## config.mk

```make
export PLATFORM = sky130hd
export DESIGN_NAME = fifo_rd_stream
export DESIGN_NICKNAME = d
export VERILOG_FILES = /design/src/rtl/fifo_rd_stream.sv
export SDC_FILE = /design/constraint.sdc
export NUM_CORES = 1
export LEC_CHECK = 0
export ABC_CLOCK_PERIOD_IN_PS = 5300
export CORE_MARGIN = 10
export CORE_UTILIZATION = 56
export CTS_BUF_LIST = sky130_fd_sc_hd__clkbuf_4 sky130_fd_sc_hd__clkbuf_8
export DETAILED_ROUTE_END_ITERATION = 7
export GPL_TIMING_DRIVEN = 0
export PLACE_DENSITY = 0.87
export SLEW_MARGIN = 20
export SYNTH_ARGS = -nofsm -noshare
export SYNTH_HDL_FRONTEND = slang
export SYNTH_SLANG_ARGS = --single-unit
```

## constraint.sdc

```tcl
create_clock -name rclk -period 5.3 [get_ports rclk]
set_clock_uncertainty 0.2 [all_clocks]
set_input_delay 0.53 -clock rclk [delete_from_list [all_inputs] [get_ports rclk]]
set_output_delay 0.53 -clock rclk [all_outputs]
set_load 0.01 [all_outputs]
```

## src/rtl/fifo_rd_stream.sv

```systemverilog
// Read-side drain engine: pops the async FIFO into a framed valid/ready stream
// through a two-entry skid buffer, so the pop strobe never depends on m_ready.
module fifo_rd_stream #(
    parameter int DSIZE   = 8,
    parameter int PKT_LEN = 16,
    parameter int CNT_W   = 16
) (
    input  logic             rclk,
    input  logic             rrst_n,
    input  logic [DSIZE-1:0] rdata,
    input  logic             rempty,
    output logic             rinc,
    input  logic             enable,
    output logic [DSIZE-1:0] m_data,
    output logic             m_valid,
    output logic             m_last,
    input  logic             m_ready,
    output logic [CNT_W-1:0] pkt_cnt
);
    localparam int IDX_W = (PKT_LEN > 1) ? $clog2(PKT_LEN) : 1;
    localparam logic [IDX_W-1:0] LAST_IDX = IDX_W'(PKT_LEN - 1);

    typedef enum logic [1:0] {
        EMPTY = 2'd0,
        ONE   = 2'd1,
        TWO   = 2'd2
    } occ_t;

    occ_t             occ, occ_nxt;
    logic [DSIZE-1:0] head_data, skid_data;
    logic             head_last, skid_last;
    logic [IDX_W-1:0] widx;
    logic             push, pop, push_last;

    // Pop strobe uses only registered occupancy and rempty, never m_ready.
    assign rinc      = enable & ~rempty & (occ != TWO);
    assign push      = rinc;
    assign pop       = m_valid & m_ready;
    assign push_last = (widx == LAST_IDX);
    assign m_valid   = (occ != EMPTY);
    assign m_data    = head_data;
    assign m_last    = head_last;

    // NOTE: sequential state uses non-blocking (<=) so every flop samples pre-edge values.
    always_ff @(posedge rclk or negedge rrst_n) begin
        if (!rrst_n) occ <= EMPTY;
        else         occ <= occ_nxt;
    end

    // NOTE: occ_nxt is defaulted before the case so no path leaves it unassigned (no latch).
    always_comb begin
        occ_nxt = occ;
        case (occ)
            EMPTY: if (push) occ_nxt = ONE;
            ONE: begin
                if (push && !pop)      occ_nxt = TWO;
                else if (!push && pop) occ_nxt = EMPTY;
            end
            TWO:     if (pop) occ_nxt = ONE;
            default: occ_nxt = EMPTY;
        endcase
    end

    // NOTE: both buffer entries are reset because m_data/m_last must read 0 out of reset.
    always_ff @(posedge rclk or negedge rrst_n) begin
        if (!rrst_n) begin
            head_data <= '0;
            head_last <= 1'b0;
            skid_data <= '0;
            skid_last <= 1'b0;
        end else begin
            case (occ)
                EMPTY: begin
                    if (push) begin
                        head_data <= rdata;
                        head_last <= push_last;
                    end
                end
                ONE: begin
                    // Simultaneous push and pop replaces the head in place.
                    if (push && pop) begin
                        head_data <= rdata;
                        head_last <= push_last;
                    end else if (push) begin
                        skid_data <= rdata;
                        skid_last <= push_last;
                    end
                end
                TWO: begin
                    if (pop) begin
                        head_data <= skid_data;
                        head_last <= skid_last;
                    end
                end
                default: ;
            endcase
        end
    end

    // Word index follows pushes, so framing survives enable gaps.
    always_ff @(posedge rclk or negedge rrst_n) begin
        if (!rrst_n)   widx <= '0;
        else if (push) widx <= push_last ? '0 : widx + IDX_W'(1);
    end

    always_ff @(posedge rclk or negedge rrst_n) begin
        if (!rrst_n)                pkt_cnt <= '0;
        else if (pop && head_last)  pkt_cnt <= pkt_cnt + CNT_W'(1);
    end

endmodule

```

==> summary.txt <==
Flow run
  • Max Cap Violations: 0

Die
  • CORE AREA: 3080 µm²
  • Die Y: 77.2 µm
  • Initial Util: 0.594
  • Chip width: 77.2 µm
  • FP Rows: 20
  • Io pins: 40
  • Die Area: 5950 µm²

Pwr
  • Worst VDD drop: 0.275 mV
  • Power density cells: 440 nW/µm²
  • P_leak: 0.000991 µW

Routing
  • Initial drt markers: 82
  • DRT Pass-1 Iters: 4
  • Antenna Nets Post-Route: 0
  • Post-DR vias/cell: 5.59
  • Met2 wire len: 2.04 mm
  • Final wirelength: 4.09 mm
  • Routed len/inst: 16.1 µm
  • DR vias: 1420
  • Max Used Layer: met4
  • DRC Markers: 0
  • Post-Route M1 WL: 1.59 mm
  • WL met3: 407 µm

Setup path
  • CP Class: primary input to output port
  • Critical Path AT: 2.25 ns
  • Startpoint types: primary input
  • Endpoint class of the critical path: output port
  • Critical-path maximum fanout: 7
  • Critical Path RT: 4.57 ns

Global route
  • GRT Total Usage: 0.142
  • Total grt overflow: 0
  • First-pass GRT wire length: 6.94 mm
  • Number of global-route vias before repair: 1476
  • Largest net degree at the start of global routing: 25
  • Antenna violations before repair: 0

Synth
  • Synth Area per Inst: 11.4 µm²
  • Number of synthesized flops with an enable pin: 0
  • Net Count, Synth: 178
  • Async S/R FF share, synth: 1.00
  • Post-synthesis cell count: 161
  • Yosys reg bits: 40
  • Sequential element share of the synthesized area: 0.547
  • Synth Warn #: 0
  • Synth cell types: 31
  • Synth Flop Type: dfrtp_1
  • Mapped Area: 1830 µm²

Placed design
  • Post-DP HPWL: 3.00 mm
  • Pre-CTS WS: 2.32 ns
  • GPL Wtd Cong: 0.817
  • # port buffers: 39

STA
  • Worst setup margin: 2.32 ns
  • Fmax: 336 MHz
  • Final setup violation count: 0
  • Max Slew Vio Count: 0
  • WHS: 0.283 ns
  • Endpoints failing hold: 0
  • Slew @ Worst Pin: 0.495 ns
  • RSZ-0062 raised after global routing: no
  • Final cycle utilization of the critical path: 0.562
  • Sum Neg Setup Slack: 0 ns
  • Tmin final: 2.98 ns
  • Headroom to the max-slew limit: 0.669

Run status
  • Outcome: finished clean

Finish
  • Fillers: 213
  • Most common cell after layout, fill and taps aside: dfrtp_1
  • Share of layout cells above drive strength 1: 0.138
  • ANT cells: 0
  • P&R area growth vs syn: 31.3%
  • Nets: 226
  • Most frequent cells in the layout: 40 x dfrtp_1, 38 x clkdlybuf4s50_1, 16 x nand2_1, 15 x nor2_1, 14 x xnor2_1

Clock tree
  • Post-CTS sizing: 0
  • Worst-case clock buffer depth: 2
  • Clock root cell: clkbuf_4
  • Clk_lat worst skew: 0.34 ns
  • CTS tree: built
  • Post-CTS Setup Repair Bufs: 0
  • H-tree depth: 2
  • TritonCTS Buffers: 5
  • Clock Sinks: 40
  • Clock transition at path regs: 0.11 ns

Worst hold path
  • HP Class: flop to flop
==> cell families after synthesis <==
kind of cell	count (synthesis)	share of synthesized area
XOR/XNOR	16	0.0766
flip-flops	40	0.547
buffers and inverters	6	0.0233
multiplexers	17	0.0992
AO/OA/AOI/OAI	22	0.0814
adder cells (fa/ha/maj)	4	0.0274
AND/OR/NAND/NOR	56	0.145
==> worst paths after layout <==
kind | depth (start not counted) | endpoint | slack, ns | startpoint
worst max-delay path | 4 | rinc | 2.32 | rempty
worst min-delay path | 1 | pkt_cnt[15] | 0.28 | pkt_cnt[15]
worst max register to register | 6 | skid_data[1] | 3.05 | occ[1]
worst min register to register | 1 | pkt_cnt[15] | 0.28 | pkt_cnt[15]
max in group asynchronous | 3 | skid_data[7] | 4.01 | rrst_n
min in group asynchronous | 2 | pkt_cnt[0] | 0.43 | rrst_n
==> state kept, by name (all words and copies together), names as in the netlist <==
register / count
pkt_cnt: 16
m_data: 8
skid_data: 8
widx: 4
occ: 2
m_last: 1
skid_last: 1
==> worst max-delay path, cell delays in order <==
cell             delay [ns]
clkdlybuf4s50_1        0.39
nand2b_1               0.25
nor2_1                 0.44
clkdlybuf4s50_1        0.64
==> through the flow <==
| stage | instances | total power [µW] | utilization | area, µm² |
|---|---|---|---|---|
| floorplan | 161 | 666 | - | 1830 |
| global placement | 244 | 815 | 0.739 | 2270 |
| detailed placement | 245 | 838 | 0.746 | 2300 |
| CTS | 254 | 1070 | 0.780 | 2400 |
| global route | 254 | 1130 | 0.780 | 2400 |
| finish | 254 | 1060 | 0.780 | 2400 |
==> what timing repair did <==
| action | in CTS | in global routing |
|---|---|---|
| hold buffers | 1 | 0 |
| endpoints found under the setup margin | 0 | 0 |
| hold endpoints to repair | 16 | 0 |
==> power by group <==
part           leakage, µW  switching [µW]  internal (µW)  total [µW]
combinational     0.000437             163            201         364
sequential        0.000503            71.9            400         472
clock            0.0000515            95.4            125         221
==> per-layer routing <==
layer  GRT usage  vias to the layer above
met1       0.146                      706
met2       0.234                       52
li1            -                      655
met4      0.0620                        0
met5           0                        -
met3      0.0758                        7
==> Yosys cell counts (all sizes together) (4+ instances only) <==
master | count | share of area
dfrtp | 40 | 0.55
nand2 | 16 | 0.033
nor2 | 16 | 0.034
xnor2 | 14 | 0.067
a21oi | 11 | 0.032
mux2 | 9 | 0.055
nand3 | 9 | 0.025
mux2i | 8 | 0.044
o21ai | 7 | 0.019
nand4 | 5 | 0.017
buf | 4 | 0.019
ha | 4 | 0.027
==> layout make-up <==
| type | instances | area [µm²] | share of cell area |
|---|---|---|---|
| Clock inverter | 1 | 30.0 | 0.0125 |
| Sequential cell | 40 | 1000 | 0.417 |
| Inverter | 2 | 7.51 | 0.00313 |
| Timing Repair Buffer | 41 | 423 | 0.176 |
| Buffer | 4 | 35.0 | 0.0146 |
| Tap cell | 44 | 55.1 | 0.0229 |
| Clock buffer | 7 | 65.1 | 0.0271 |
| Multi-Input combinational cell | 115 | 786 | 0.327 |
Power figures use the tool's default switching activity.
